==> src/rtl/systolic_link_pkg.sv <==
// Shared constants, ctrl-word layout and helpers for the systolic link host.
package systolic_link_pkg;

    localparam int BEATS   = 16;
    localparam int NIB     = 4;
    localparam int FRAME_W = 64;
    localparam int CTRL_W  = 16;

    localparam int CTRL_ADDR_HI = 15;
    localparam int CTRL_ADDR_LO = 8;
    localparam int CTRL_WR      = 5;
    localparam int CTRL_FV      = 4;
    localparam int CTRL_PAR     = 0;

    localparam logic [7:0] ADR_STATE = 8'h01;
    localparam logic [7:0] ADR_A     = 8'h02;
    localparam logic [7:0] ADR_B     = 8'h04;
    localparam logic [7:0] ADR_C0    = 8'h08;
    localparam logic [7:0] ADR_PIPE0 = 8'h10;

    function automatic logic [CTRL_W-1:0] mk_ctrl(
        input logic [7:0] addr,
        input logic       wr,
        input logic       fv
    );
        logic [CTRL_W-1:0] c;
        c = '0;
        c[CTRL_ADDR_HI:CTRL_ADDR_LO] = addr;
        c[CTRL_WR] = wr;
        c[CTRL_FV] = fv;
        return c;
    endfunction

endpackage

==> src/rtl/systolic_link_host_deser.sv <==
// RX side: nibble deserialiser, frame capture and saturating overrun count.
// SYSTOLIC_LINK_PARITY_EN adds the rx_perr parity-error flag.
module slink_deser
    import systolic_link_pkg::*;
#(
    parameter int OVF_W = 8
) (
    input  logic               clk,
    input  logic               rst_n,
    input  logic               cap,
    input  logic [NIB-1:0]     ser_din,
    input  logic               ser_cin,
    input  logic               rx_ready,
    output logic               rx_valid,
    output logic [FRAME_W-1:0] rx_data,
    output logic [CTRL_W-1:0]  rx_ctrl,
`ifdef SYSTOLIC_LINK_PARITY_EN
    output logic               rx_perr,
`endif
    output logic [OVF_W-1:0]   rx_ovf
);

    logic [FRAME_W-NIB-1:0] sh_q, sh_d;
    logic [CTRL_W-2:0]      csh_q, csh_d;
    logic [FRAME_W-1:0]     data_q, data_d, frm_data;
    logic [CTRL_W-1:0]      ctrl_q, ctrl_d, frm_ctrl;
    logic [OVF_W-1:0]       ovf_q, ovf_d;
    logic                   valid_q, valid_d;
    logic                   skip_q, skip_d;
`ifdef SYSTOLIC_LINK_PARITY_EN
    logic                   perr_q, perr_d;
`endif

    always_comb begin
        sh_d     = {sh_q[FRAME_W-2*NIB-1:0], ser_din};
        csh_d    = {csh_q[CTRL_W-3:0], ser_cin};
        frm_data = {sh_q, ser_din};
        frm_ctrl = {csh_q, ser_cin};
        data_d   = data_q;
        ctrl_d   = ctrl_q;
        ovf_d    = ovf_q;
        skip_d   = skip_q;
        valid_d  = valid_q;
`ifdef SYSTOLIC_LINK_PARITY_EN
        perr_d   = perr_q;
`endif
        if (valid_q && rx_ready) begin
            valid_d = 1'b0;
        end
        // The tile is still flushing zeros during the first block after reset.
        if (cap) begin
            if (skip_q) begin
                skip_d = 1'b0;
            end else begin
                valid_d = 1'b1;
                data_d  = frm_data;
                ctrl_d  = frm_ctrl;
`ifdef SYSTOLIC_LINK_PARITY_EN
                perr_d  = ^{frm_data, frm_ctrl};
`endif
                if (valid_q && !rx_ready && (ovf_q != '1)) begin
                    ovf_d = ovf_q + OVF_W'(1);
                end
            end
        end
    end

    always_ff @(posedge clk) begin
        if (!rst_n) begin
            sh_q    <= '0;
            csh_q   <= '0;
            data_q  <= '0;
            ctrl_q  <= '0;
            ovf_q   <= '0;
            valid_q <= 1'b0;
            skip_q  <= 1'b1;
`ifdef SYSTOLIC_LINK_PARITY_EN
            perr_q  <= 1'b0;
`endif
        end else begin
            sh_q    <= sh_d;
            csh_q   <= csh_d;
            data_q  <= data_d;
            ctrl_q  <= ctrl_d;
            ovf_q   <= ovf_d;
            valid_q <= valid_d;
            skip_q  <= skip_d;
`ifdef SYSTOLIC_LINK_PARITY_EN
            perr_q  <= perr_d;
`endif
        end
    end

    assign rx_valid = valid_q;
    assign rx_data  = data_q;
    assign rx_ctrl  = ctrl_q;
    assign rx_ovf   = ovf_q;
`ifdef SYSTOLIC_LINK_PARITY_EN
    assign rx_perr  = perr_q;
`endif

endmodule

==> src/rtl/systolic_link_host.sv <==
// Host endpoint of the nibble-serial systolic tile port: TX holding/shift, RX via slink_deser.
// SYSTOLIC_LINK_PARITY_EN enables even parity in ctrl[0] and the rx_perr output.
module systolic_link_host
    import systolic_link_pkg::*;
#(
    parameter int         OVF_W    = 8,
    parameter logic [7:0] IDLE_ADR = 8'h00
) (
    input  logic               clk,
    input  logic               rst_n,
    input  logic               tx_valid,
    output logic               tx_ready,
    input  logic [FRAME_W-1:0] tx_data,
    input  logic [7:0]         tx_addr,
    input  logic               tx_wr,
    output logic [NIB-1:0]     ser_dout,
    output logic               ser_cout,
    input  logic [NIB-1:0]     ser_din,
    input  logic               ser_cin,
    output logic               rx_valid,
    input  logic               rx_ready,
    output logic [FRAME_W-1:0] rx_data,
    output logic [CTRL_W-1:0]  rx_ctrl,
    output logic [OVF_W-1:0]   rx_ovf,
`ifdef SYSTOLIC_LINK_PARITY_EN
    output logic               rx_perr,
`endif
    output logic [3:0]         beat
);

    logic [3:0]         beat_q, beat_d;
    logic               hfull_q, hfull_d;
    logic [FRAME_W-1:0] hdata_q, hdata_d;
    logic [CTRL_W-1:0]  hctrl_q, hctrl_d;
    logic [FRAME_W-1:0] txd_q, txd_d;
    logic [CTRL_W-1:0]  txc_q, txc_d;
    logic [CTRL_W-1:0]  tx_ctrl, idle_ctrl;
    logic               load, accept;

    assign load   = (beat_q == 4'(BEATS-1));
    assign accept = tx_valid && !hfull_q;

    always_comb begin
        tx_ctrl   = mk_ctrl(tx_addr, tx_wr, 1'b1);
        idle_ctrl = mk_ctrl(IDLE_ADR, 1'b0, 1'b0);
`ifdef SYSTOLIC_LINK_PARITY_EN
        tx_ctrl[CTRL_PAR]   = ^{tx_data, tx_ctrl};
        idle_ctrl[CTRL_PAR] = ^idle_ctrl;
`endif
    end

    always_comb begin
        beat_d  = beat_q + 4'd1;
        hfull_d = hfull_q;
        hdata_d = hdata_q;
        hctrl_d = hctrl_q;
        txd_d   = {txd_q[FRAME_W-NIB-1:0], {NIB{1'b0}}};
        txc_d   = {txc_q[CTRL_W-2:0], 1'b0};
        if (load) begin
            if (hfull_q) begin
                txd_d   = hdata_q;
                txc_d   = hctrl_q;
                hfull_d = 1'b0;
            end else begin
                txd_d = '0;
                txc_d = idle_ctrl;
            end
        end
        // An accept always targets the holding register, never the frame loading now.
        if (accept) begin
            hfull_d = 1'b1;
            hdata_d = tx_data;
            hctrl_d = tx_ctrl;
        end
    end

    always_ff @(posedge clk) begin
        if (!rst_n) begin
            beat_q  <= '0;
            hfull_q <= 1'b0;
            hdata_q <= '0;
            hctrl_q <= '0;
            txd_q   <= '0;
            txc_q   <= '0;
        end else begin
            beat_q  <= beat_d;
            hfull_q <= hfull_d;
            hdata_q <= hdata_d;
            hctrl_q <= hctrl_d;
            txd_q   <= txd_d;
            txc_q   <= txc_d;
        end
    end

    assign tx_ready = !hfull_q;
    assign ser_dout = txd_q[FRAME_W-1 -: NIB];
    assign ser_cout = txc_q[CTRL_W-1];
    assign beat     = beat_q;

    slink_deser #(
        .OVF_W(OVF_W)
    ) u_deser (
        .clk     (clk),
        .rst_n   (rst_n),
        .cap     (load),
        .ser_din (ser_din),
        .ser_cin (ser_cin),
        .rx_ready(rx_ready),
        .rx_valid(rx_valid),
        .rx_data (rx_data),
        .rx_ctrl (rx_ctrl),
`ifdef SYSTOLIC_LINK_PARITY_EN
        .rx_perr (rx_perr),
`endif
        .rx_ovf  (rx_ovf)
    );

endmodule

==> config.mk <==
export PLATFORM = sky130hd
export DESIGN_NAME = systolic_link_host
export DESIGN_NICKNAME = d
export VERILOG_FILES = /design/src/rtl/systolic_link_pkg.sv /design/src/rtl/systolic_link_host_deser.sv /design/src/rtl/systolic_link_host.sv
export SDC_FILE = /design/constraint.sdc
export NUM_CORES = 1
export LEC_CHECK = 0
export ABC_AREA = 1
export BUFFER_PORTS_ARGS = -buffer_cell sky130_fd_sc_hd__buf_2
export CAP_MARGIN = 0
export CORE_MARGIN = 2
export CORE_UTILIZATION = 55
export DETAILED_ROUTE_END_ITERATION = 7
export PLACE_DENSITY = 0.78
export SYNTH_ARGS = -nofsm -noshare
export SYNTH_HDL_FRONTEND = slang
export SYNTH_SLANG_ARGS = --single-unit
==> constraint.sdc <==
create_clock -name clk -period 1.78 [get_ports clk]
set_input_delay 0.178 -clock clk [delete_from_list [all_inputs] [get_ports clk]]
set_output_delay 0.178 -clock clk [all_outputs]
set_load 0.01 [all_outputs]
## Word level (Yosys, flattened, before mapping)

Cells that the tools add are included.
W data, S select, Z words.

| storage, ports and cells | value |
|---|---|
| output and inout bits | 99 |
| register bits after elaboration | 323 |
| bits of input ports | 82 |

| operators by class | value |
|---|---|
| $add $sub $neg | 2 |
| equal/unequal tests | 2 |
| multiplexer cells | 9 |
| bitwise operators | 1 |
| reductions and logical operators | 11 |

Operator list:

| kind | number |
|---|---|
| $mux W64 | 2 |
| $mux W16 | 2 |
| $add A8 B1 Y8 const B | 1 |
| $ne A8 B8 Y1 const B | 1 |
| $reduce_and A3 Y1 | 2 |
| $mux W1 | 5 |
| $add A4 B1 Y4 const B | 1 |
| $eq A4 B4 Y1 const B | 1 |
| $logic_and A1 B1 Y1 | 4 |
| $reduce_and A2 Y1 | 2 |
| $logic_not A1 Y1 | 2 |
| $reduce_bool A2 Y1 | 1 |
| $not A1 Y1 | 1 |

## Logic depth before layout (Yosys ltp)

Gate-level depths: netlist (run 1).

| logic depth | value |
|---|---|
| depth in word-level cells | 4 |
| depth in mapped cells | 8 |
| gate-level depth less buffers | 8 |

## By module

A second synthesis (run 1) with hierarchy kept.

| second synthesis, totals | value |
|---|---|
| cell total of the unflattened synthesis | 1480 |
| area, all modules | 11531.1 um2 |

By module, submodules not included:

| module | seq. area each (um2) | times used | area each (um2) | cells each |
|---|---|---|---|---|
| systolic_link_host | 3103.0 | 1 | 6088.3 | 821 |
| slink_deser | 3303.2 | 1 | 5442.7 | 659 |

## Worst setup path after synthesis (run 1)

OpenSTA, ideal clock, no wires.

| timing path | value |
|---|---|
| path type | flip-flop to flip-flop |
| start | register beat_q[0] (netlist: beat[0]) |
| end | register txd_q[23] |
| stages on the path, launching flop included | 8 |
| clock period less this slack | 1.481 ns |
| path slack | 0.299 ns |
| data required time | 1.711 ns |
| arrival | 1.412 ns |
| cells stage by stage | dfxtp_1 > ha_1 > nand3_4 > nor2_4 > nand2_2 > buf_6 > buf_6 > o21ai_1 |

| between the ends | value |
|---|---|
| word-level cells in the longest chain between the ends | 2 |

Ends and longest elaborated chain:

| what | RTL line | RTL |
|---|---|---|
| start: declaration | systolic_link_host.sv:31 | `logic [3:0] beat_q, beat_d;` |
| start signal: assignment | systolic_link_host.sv:86 | `beat_q <= beat_d;` |
| $eq A4 B4 Y1 | systolic_link_host.sv:40 | `assign load = (beat_q == 4'(BEATS-1));` |
| $mux W64 | systolic_link_host.sv:59 | `if (load) begin` |
| end signal: assignment | systolic_link_host.sv:90 | `txd_q <= txd_d;` |
| end: declaration | systolic_link_host.sv:35 | `logic [FRAME_W-1:0] txd_q, txd_d;` |

No other way between the ends.
A chain may end at the register's enable or synchronous reset.

## Final worst setup path (run 1)

| timing path | value |
|---|---|
| start | register beat_q[0] (netlist: beat[0]) |
| end | register u_deser.data_q[35] (netlist: u_deser.rx_data[35]) |

| between the ends | value |
|---|---|
| word-level cells in the longest chain between the ends | 2 |

Ends and longest elaborated chain:

| what | RTL line | RTL |
|---|---|---|
| $eq A4 B4 Y1 | systolic_link_host.sv:40 |  |
| $reduce_and A2 Y1 (no source line) | - |  |
| end signal: assignment | systolic_link_host_deser.sv:83 | `data_q <= data_d;` |
| end: declaration | systolic_link_host_deser.sv:25 | `logic [FRAME_W-1:0] data_q, data_d, frm_data;` |

No other way between the ends.

==> results of run 1 <==
final timing paths:
check	from	to	slack (ps)	cells after the start
setup / recovery	beat[0]	u_deser.rx_data[35]	130	7
setup reg to reg	beat[0]	u_deser.rx_data[35]	130	7
hold reg to reg	txc_q[6]	txc_q[7]	420	2
hold / removal	rst_n	hdata_q[63]	140	3
worst max-delay path, delay by kind of cell (launching register included):
family	cells	cell delay, ps
adder cells (fa/ha/maj)	1	270
AND/OR/NAND/NOR	4	560
buffers and inverters	2	380
flip-flops	1	370
placed cells by master, fill, tap and decap left out, types with 2 or more instances in the layout:
cell type,n
nor2_1,255
buf_12,10
clkbuf_16,32
clkbuf_8,10
bufinv_16,3
nand4_1,5
nor2_4,2
buf_2,179
inv_1,133
dlygate4sd3_1,80
a21oi_1,47
clkinv_2,7
o21ai_0,178
buf_4,13
o21ai_1,12
nand3_1,110
clkbuf_1,5
dfxtp_1,320
nand2_1,136
ha_1,2
per-layer routing:
| layer | vias up | GRT usage [%] |
|---|---|---|
| met2 | 256 | 39.5 |
| met1 | 4089 | 28.5 |
| met3 | 64 | 3.86 |
| li1 | 4552 | - |
| met4 | 0 | 8.57 |
| met5 | - | 0 |
area by class of cell:
type | count | area, sq um
clock inverter | 12 | 145
clock buffer | 45 | 918
tap | 260 | 325
fill | 1419 | 5210
multi-input combinational | 754 | 3350
sequential | 320 | 6410
antenna | 1 | 2.50
inverter | 134 | 503
timing repair buffer | 284 | 2030
flip-flops by register name, indices dropped and copies added, names as in the netlist:
name	cells
u_deser.csh_q	15
hctrl_q	10
u_deser.rx_data	64
beat	4
u_deser.rx_ctrl	16
u_deser.rx_valid	1
hfull_q	1
txd_q	64
hdata_q	64
u_deser.rx_ovf	8
u_deser.sh_q	60
u_deser.skip_q	1
txc_q	12
power breakdown:
| group | switching [mW] | internal (mW) |
|---|---|---|
| combinational | 0.398 | 0.322 |
| sequential | 0.0674 | 7.32 |
| clock | 2.66 | 4.01 |
per-stage QoR:
stage | util (%) | instance area (sq um) | instances
after floorplan | - | 10700 | 1298
after global placement | 62.3 | 11800 | 1669
after detailed placement | 62.3 | 11800 | 1669
after CTS | 72.2 | 13600 | 1806
after global routing | 72.4 | 13700 | 1810
final | 72.4 | 13700 | 1810
cells by family (layout without fill, tap and decap cells):
kind of cell	Yosys count	after routing	synth area share [%]
and+or+nand+nor	512	512	19.7
DFF	320	320	60.1
AOI/OAI and AO/OA	238	238	11.2
buffers and inverters	224	475	8.66
adders and majority gates	2	2	0.235
xor gates and xnor gates	2	2	0.164
other	0	1	0
timing repair:
action | CTS | global route
setup endpoints to repair | 0 | 4
hold endpoints to repair | 87 | 0
buffers inserted | 0 | 2
resized for setup | 0 | 1
hold buffers | 80 | 0
==> impl_metrics.env, run 1 <==
export IMPL_detail_route_first_pass_iterations=5
export IMPL_timing_critical_path_required_ps=2260
export IMPL_cts_sinks=320
export IMPL_setup_worst_path_start_class="flip-flop"
export IMPL_run_status="completed"
export IMPL_cts_htree_levels=1
export IMPL_final_max_slew_viol_count=0
export IMPL_synth_commonest_cells="dfxtp_1 (320), nor2_1 (256), o21ai_0 (178)"
export IMPL_clock_insertion_delay_worst_skew_ps=540
export IMPL_pin_count_of_the_biggest_net_entering_global_routing=88
export IMPL_timing_hold_worst_class="input pin to flip-flop"
export IMPL_distinct_cell_type_count_after_synthesis=22
export IMPL_route_antenna_remaining_nets=0
export IMPL_routabilityCongestion=0.893
export IMPL_final_layout_size_suffix_gt1_share_pct=17.0
export IMPL_die_h_um=143
export IMPL_crit_chain="ha_1 -> nand3_4 -> nor2_4 -> buf_4 -> clkbuf_16 -> nor2_1 -> nor2_1"
export IMPL_final_critical_path_setup_slack_ps=132
export IMPL_routed_wire_per_std_cell_um=13.4
export IMPL_clockBufferDepth=3
export IMPL_final_net_count=1609
export IMPL_wl_met2_mm=11.8
export IMPL_number_of_global_route_vias_before_repair=8227
export IMPL_routed_via_count_divided_by_cell_count=4.95
export IMPL_layout_area_overhead_vs_synth_pct=28.3
export IMPL_setup_repair_after_global_routing_missed_its_margin="false"
export IMPL_grt_pass1_wl_mm=38.2
export IMPL_synth_edf_count=0
export IMPL_ys_seq_area_share_pct=60.1
export IMPL_wirelength_met1_mm=10.4
export IMPL_synth_warn=0
export IMPL_post_synth_top_count_cell="dfxtp_1"
export IMPL_netlist_instances=1298
export IMPL_tritoncts_clock_tree="done"
export IMPL_placementRows=50
export IMPL_yosys_area_top_type="dfxtp_1"
export IMPL_wirelength_mm=24.3
export IMPL_clock_skew_final_ps=8.59
export IMPL_power_leakage_nw=6.52
export IMPL_flip_flop_and_latch_count_after_synthesis=320
export IMPL_ir_worst_vdd_mv=0.894
export IMPL_drcViolationCount=0
export IMPL_clkTransAtPathRegs_ps=60
export IMPL_netlist_area_sq_um=10700
export IMPL_avgSynthCellArea_sq_um=8.22
export IMPL_crit_fanout=27
export IMPL_timing_worst_setup_path_type="flip-flop to flip-flop"
export IMPL_cp_end_kind="flip-flop"
export IMPL_max_slew_margin_pct=70.5
export IMPL_synthArstFlopShare_pct=0
export IMPL_cpMaxStageDelayCell="dfxtp_1"
export IMPL_timing_final_crit_period_ps=1650
export IMPL_cap_violations=0
export IMPL_layout_worst_path_cycle_share_pct=92.6
export IMPL_tightest_slew_ps=443
export IMPL_totalPowerFinal_mw=14.8
export IMPL_synth_top_cells_by_area="dfxtp_1 (60%), nor2_1 (9.0%), o21ai_0 (8.4%)"
export IMPL_worst_hold_slack_ps=135
export IMPL_detailroute_wirelength_met3_mm=1.29
export IMPL_cp_slowest_stage_delay_ps=370
export IMPL_grt_antenna_before_repair=1
export IMPL_die_area_sq_um=20500
export IMPL_dieWidth_um=143
export IMPL_timing_final_hold_violations=0
export IMPL_cp_arrival_ps=2120
export IMPL_num_vias=8961
export IMPL_syn_num_nets=1382
export IMPL_clock_root_buffer="clkbuf_16"
export IMPL_start_util_pct=56.5
export IMPL_dp_hpwl_mm=13.7
export IMPL_pre_cts_slack_ps=155
export IMPL_pwr_density_cell_nw_per_um2=1080
export IMPL_core_sq_um=18900
export IMPL_drt_first_iter_violations=538
export IMPL_setup_tns_ps=0
export IMPL_highest_layer="met4"
export IMPL_critical_path_top_cell_by_count="nor2_1"
export IMPL_grt_util_all_layers_pct=22.8
export IMPL_finalSetupViolCount=0
export IMPL_portion_of_synthesized_cell_area_occupied_by_the_leading_cell_type_pct=60.1
export IMPL_tritoncts_num_buffers=31
export IMPL_global_route_congestion_overflow_total=0
export IMPL_io_pins=181
export IMPL_io_buffers=180
export IMPL_maxClockFrequency_ghz=0.607
export IMPL_ys_flop_type="dfxtp_1"
No activity file was read; power rests on OpenSTA's default activity.
==> run 2: changes to the inputs <==
--- a/config.mk
+++ b/config.mk
@@ -12,4 +12,5 @@
 export CORE_UTILIZATION = 55
 export DETAILED_ROUTE_END_ITERATION = 7
+export MAX_ROUTING_LAYER = met4
 export PLACE_DENSITY = 0.78
 export SYNTH_ARGS = -nofsm -noshare
==> constraint.sdc (replaced) <==
create_clock -name clk -period 1.78 [get_ports clk]
set_input_delay 0.089 -clock clk [delete_from_list [all_inputs] [get_ports clk]]
set_output_delay 0.089 -clock clk [all_outputs]
set_load 0.01 [all_outputs]
==> run 2 against run 1 <==
  * Die area did not move
  * Core utilization fell by 0.47 points
  * Sequential cell count is the same
  * Non-clock buffer count shrank 4
  * Via count about the same
  * Combinational power is essentially flat
  * Count of clock-buffer cells in the layout increased by 1
  * Sequential power is essentially flat
  * Fmax is 1.6% lower
  * Highest routed layer unchanged
==> impl_metrics.env, run 2 (synthesis results as in run 1) <==
export IMPL_num_vias=8969
export IMPL_io_pins=181
export IMPL_pin_count_of_the_biggest_net_entering_global_routing=88
export IMPL_layout_fillers=1406
export IMPL_worst_hold_slack_ps=42.4
export IMPL_grt_util_all_layers_pct=23.7
export IMPL_core_sq_um=18900
export IMPL_final_max_slew_viol_count=0
export IMPL_layout_worst_path_cycle_share_pct=94.1
export IMPL_crit_fanout=37
export IMPL_clock_skew_final_ps=7.57
export IMPL_grt_antenna_before_repair=0
export IMPL_cp_end_kind="flip-flop"
export IMPL_finalSetupViolCount=0
export IMPL_setup_tns_ps=0
export IMPL_setup_worst_path_start_class="flip-flop"
export IMPL_antennaDiodeCount=0
export IMPL_cts_sinks=320
export IMPL_timing_critical_path_required_ps=2190
export IMPL_pwr_density_cell_nw_per_um2=1070
export IMPL_clockBufferDepth=3
export IMPL_timing_worst_setup_path_type="flip-flop to flip-flop"
export IMPL_global_route_congestion_overflow_total=0
export IMPL_dieWidth_um=143
export IMPL_final_layout_size_suffix_gt1_share_pct=16.6
export IMPL_power_leakage_nw=6.47
export IMPL_post_cts_buffers=0
export IMPL_maxClockFrequency_ghz=0.597
export IMPL_tightest_slew_ps=431
export IMPL_grt_pass1_wl_mm=38.9
export IMPL_placementRows=50
export IMPL_wirelength_mm=24.0
export IMPL_die_area_sq_um=20500
export IMPL_tritoncts_num_buffers=31
export IMPL_ir_worst_vdd_mv=0.781
export IMPL_max_slew_margin_pct=71.2
export IMPL_drcViolationCount=0
export IMPL_timing_final_hold_violations=0
export IMPL_routabilityCongestion=0.908
export IMPL_routed_via_count_divided_by_cell_count=4.97
export IMPL_clock_insertion_delay_worst_skew_ps=530
export IMPL_layout_common_cells="dfxtp_1 (320), nor2_1 (255), buf_2 (179)"
export IMPL_timing_hold_worst_class="input pin to flip-flop"
export IMPL_final_net_count=1605
export IMPL_cp_arrival_ps=2090
export IMPL_cap_violations=0
export IMPL_dp_hpwl_mm=13.6
export IMPL_tritoncts_clock_tree="done"
export IMPL_cts_htree_levels=1
export IMPL_route_antenna_remaining_nets=0
export IMPL_io_buffers=180
export IMPL_number_of_global_route_vias_before_repair=8359
export IMPL_setup_repair_after_global_routing_missed_its_margin="false"
export IMPL_detail_route_first_pass_iterations=7
export IMPL_clock_root_buffer="clkbuf_16"
export IMPL_run_status="completed"
export IMPL_die_h_um=143
export IMPL_layout_area_overhead_vs_synth_pct=27.5
export IMPL_start_util_pct=56.5
export IMPL_timing_final_crit_period_ps=1670
export IMPL_clkTransAtPathRegs_ps=60
export IMPL_routed_wire_per_std_cell_um=13.3
export IMPL_layout_commonest_cell="dfxtp_1"
export IMPL_drt_first_iter_violations=520
-- run 2: changes by cell type in the layout (fill, tap and decap cells not counted), sizes merged --
cell | previous run | this run
buf | 202 | 199
bufinv | 3 | 2
clkinv | 8 | 7
clkinvlp | 0 | 1
diode | 1 | 0
inv | 135 | 134
-- run 2: layer usage --
layer,share of wire (%),global-route usage (%),up-vias,wire (um)
li1,-,-,4537,-
met1,42,28.1,4089,10000
met2,50,41.7,271,12000
met3,5.2,3.02,72,1250
met4,3.3,8.36,0,786
met5,0,-,-,0
-- run 2: path summary, 6_finish.rpt --
path	startpoint	end	slack (ps)	depth (start not counted)
max	beat[0]	u_deser.rx_data[8]	110	6
min	rst_n	hdata_q[29]	40	3
max reg2reg	beat[0]	u_deser.rx_data[8]	110	6
min reg2reg	txc_q[5]	txc_q[6]	410	2
-- run 2: metrics by stage --
stage | worst slack [ps] | util, % | cell area [sq um] | power (mW) | std cells
after global placement | 226 | 62.3 | 11800 | 8.08 | 1668
after CTS | 154 | 71.9 | 13600 | 14.6 | 1804
after floorplan | 299 | - | 10700 | 7.88 | 1298
after detailed placement | 165 | 62.3 | 11800 | 8.10 | 1668
final | 105 | 71.9 | 13600 | 14.5 | 1804
after global routing | 41.7 | 71.9 | 13600 | 15.1 | 1804
-- run 2: cell type report --
cell class	count	area, sq um	share of cell area (%)
Clock buffer	46	922	6.78
Clock inverter	10	103	0.755
Inverter	134	503	3.70
Multi-Input combinational cell	754	3350	24.6
Sequential cell	320	6410	47.1
Tap cell	260	325	2.39
Timing Repair Buffer	280	1990	14.6
-- run 2: where the power goes --
group          switching, mW  internal (mW)  total, mW  leakage, nW
logic                  0.399          0.320      0.720         3.36
registers             0.0674           7.32       7.39         2.60
clock network           2.57           3.85       6.42        0.510
total                   3.04           11.5       14.5         6.47
-- run 2: timing repair --
item                       CTS  global route
gates resized for setup      0             1
hold endpoints to repair    87             0
hold buffers                80             0
setup endpoints to repair    0             3
-- run 2: worst max-delay path, cell delays in order (launching register included) --
cell     delay (ps)
dfxtp_1         370
ha_1            260
nand4_1         180
buf_12          210
buf_4           190
o21ai_0         220
nor2_1          100
==> run 3: changes to the inputs <==
Settings changed: BUFFER_PORTS_ARGS -buffer_cell sky130_fd_sc_hd__buf_2 to -buffer_cell sky130_fd_sc_hd__clkbuf_2, CORE_UTILIZATION 55 to 45, PLACE_DENSITY 0.78 to 0.66.
==> run 3 against run 2 <==
  * Sequential cell count unchanged
  * Fmax grew 1.5%
  * Worst hold slack improved by 260 ps
  * Count of clock-buffer cells in the layout up 1
  * Critical path depth unchanged
  * First-iteration DRC count increased by 1.2%
  * Largest cell class unchanged
  * Sequential share of layout area decreased by 0.24 points
  * Largest power group unchanged
  * Core utilization down 14 points
  * Clock skew grew 5.1 ps
  * Register-to-register slack better by 20 ps
==> impl_metrics.env, run 3 (synthesis results as in run 1) <==
export IMPL_run_status="completed"
export IMPL_start_util_pct=45.6
export IMPL_tritoncts_clock_tree="done"
export IMPL_layout_commonest_cell="dfxtp_1"
export IMPL_reg2reg_from="hfull_q"
export IMPL_number_of_global_route_vias_before_repair=7789
export IMPL_layout_common_cells="dfxtp_1 (320), nor2_1 (255), clkbuf_2 (179)"
export IMPL_worst_r2r_cell_count=6
export IMPL_min_from="ser_din[1]"
export IMPL_routabilityCongestion=0.814
export IMPL_grt_util_all_layers_pct=18.4
export IMPL_dp_hpwl_mm=13.6
export IMPL_max_slew_margin_pct=72.3
export IMPL_clock_root_buffer="clkbuf_16"
export IMPL_routed_wire_per_std_cell_um=12.2
export IMPL_r2r_setup_slack_ps=130
export IMPL_timing_hold_worst_path_depth=4
export IMPL_pwr_density_cell_nw_per_um2=1060
export IMPL_route_antenna_remaining_nets=0
export IMPL_clockBufferDepth=3
export IMPL_clock_insertion_delay_worst_skew_ps=540
export IMPL_grt_most_used_layer="met2"
export IMPL_placementRows=56
export IMPL_internal_power_mw=11.5
export IMPL_timing_worst_setup_path_type="flip-flop to flip-flop"
export IMPL_num_vias=8617
export IMPL_fraction_of_met2_tracks_used_by_global_routing_pct=29.3
export IMPL_grt_pass1_wl_mm=36.6
export IMPL_p_seq_share_pct=50.8
export IMPL_grt_antenna_before_repair=0
export IMPL_timing_final_hold_violations=0
export IMPL_tightest_slew_ps=415
export IMPL_final_layout_size_suffix_gt1_share_pct=16.0
export IMPL_antennaDiodeCount=0
export IMPL_clock_skew_final_ps=12.7
export IMPL_power_share_switching_pct=20.6
export IMPL_setup_tns_ps=0
export IMPL_cts_htree_levels=1
export IMPL_dieWidth_um=158
export IMPL_post_cts_buffers=0
export IMPL_final_net_count=1607
export IMPL_final_max_slew_viol_count=0
export IMPL_routed_via_count_divided_by_cell_count=4.63
export IMPL_ir_worst_vdd_mv=0.658
export IMPL_rr_endpoint="hdata_q[32]"
export IMPL_layout_area_overhead_vs_synth_pct=28.1
export IMPL_drt_first_iter_violations=526
export IMPL_drcViolationCount=0
export IMPL_utilization_pct=58.4
export IMPL_power_leakage_nw=6.39
export IMPL_tritoncts_num_buffers=31
export IMPL_io_pins=181
export IMPL_cap_violations=0
export IMPL_core_sq_um=23400
export IMPL_timing_critical_path_required_ps=2200
export IMPL_finalSetupViolCount=0
export IMPL_comb_power_share_pct=5.0
export IMPL_totalPowerFinal_mw=14.5
export IMPL_cts_sinks=320
export IMPL_detail_route_first_pass_iterations=4
export IMPL_timing_hold_worst_class="input pin to flip-flop"
export IMPL_p_sw_mw=2.99
export IMPL_use_met1_pct=23.8
export IMPL_global_route_congestion_overflow_total=0
export IMPL_groute_layer_met3_usage_pct=3.15
export IMPL_pin_count_of_the_biggest_net_entering_global_routing=93
export IMPL_crit_fanout=37
export IMPL_min_to="u_deser.sh_q[1]"
export IMPL_setup_repair_after_global_routing_missed_its_margin="true"
export IMPL_layout_worst_path_cycle_share_pct=92.7
export IMPL_cp_arrival_ps=2070
export IMPL_setup_worst_path_start_class="flip-flop"
export IMPL_timing_final_crit_period_ps=1650
export IMPL_io_buffers=180
export IMPL_share_clk_of_total_power_pct=44.3
export IMPL_wirelength_mm=22.8
export IMPL_cp_end_kind="flip-flop"
export IMPL_clkTransAtPathRegs_ps=60
export IMPL_die_h_um=158
export IMPL_maxClockFrequency_ghz=0.606
export IMPL_die_area_sq_um=24900
==> run 3: cell count changes in the layout (fill, tap and decap cells not counted), sizes merged <==
| cell | delta |
|---|---|
| buf | -183 |
| bufinv | +1 |
| clkbuf | +180 |
| clkinv | -4 |
| clkinvlp | -1 |
| dlygate4sd3 | +6 |
==> run 3: timing repair <==
item	in CTS	in global routing
hold buffers	86	0
setup endpoints to repair	0	7
hold endpoints to repair	100	0
resized for setup	0	3
==> run 3: cell type report <==
| type | count | area (sq um) |
|---|---|---|
| Inverter | 134 | 503 |
| Multi-Input combinational cell | 754 | 3350 |
| Clock inverter | 6 | 105 |
| Sequential cell | 320 | 6410 |
| Fill cell | 2138 | 9740 |
| Tap cell | 319 | 399 |
| Clock buffer | 47 | 906 |
| Timing Repair Buffer | 282 | 2000 |
==> run 3: power by group through the flow <==
stage                     clock [mW]  sequential (mW)  combinational, mW
after detailed placement           0             7.54              0.553
after global routing            6.88             7.39              0.812
after floorplan                    0             7.52              0.357
final                           6.43             7.38              0.721
after CTS                       6.59             7.38              0.706
after global placement             0             7.53              0.549
==> run 3: how the worst max path moves through the flow <==
stage / start / end / slack, ps / cells past startpoint
floorplan: beat[0] / txd_q[23] / 300 / 7
finish: hfull_q / hdata_q[32] / 130 / 6
CTS: hfull_q / hdata_q[32] / 100 / 6
detailed placement: beat[0] / u_deser.rx_ovf[4] / 140 / 6
global route: beat[0] / u_deser.rx_data[1] / -6 / 6
global placement: beat[0] / u_deser.rx_ovf[3] / 180 / 6
==> run 3: critical path: stages (launching register included) <==
cell	delay (ps)
dfxtp_1	320
nor2_2	150
inv_2	70
buf_6	190
nor2_1	150
nor2_1	70
dlygate4sd3_1	560
==> run 3: stage by stage <==
step	instance area (sq um)	cells	worst slack, ps	hold slack, ps
after floorplan	10700	1298	299	182
after global placement	11800	1723	182	286
after detailed placement	11800	1723	140	292
after CTS	13700	1862	96.8	291
after global routing	13700	1862	-5.96	317
final	13700	1862	130	307
==> run 3: per-layer routing <==
| metal | part of all wire (%) | up-vias |
|---|---|---|
| met5 | 0 | - |
| met4 | 3.2 | 0 |
| met3 | 4.4 | 52 |
| met2 | 46 | 187 |
| met1 | 46 | 3844 |
| li1 | - | 4534 |
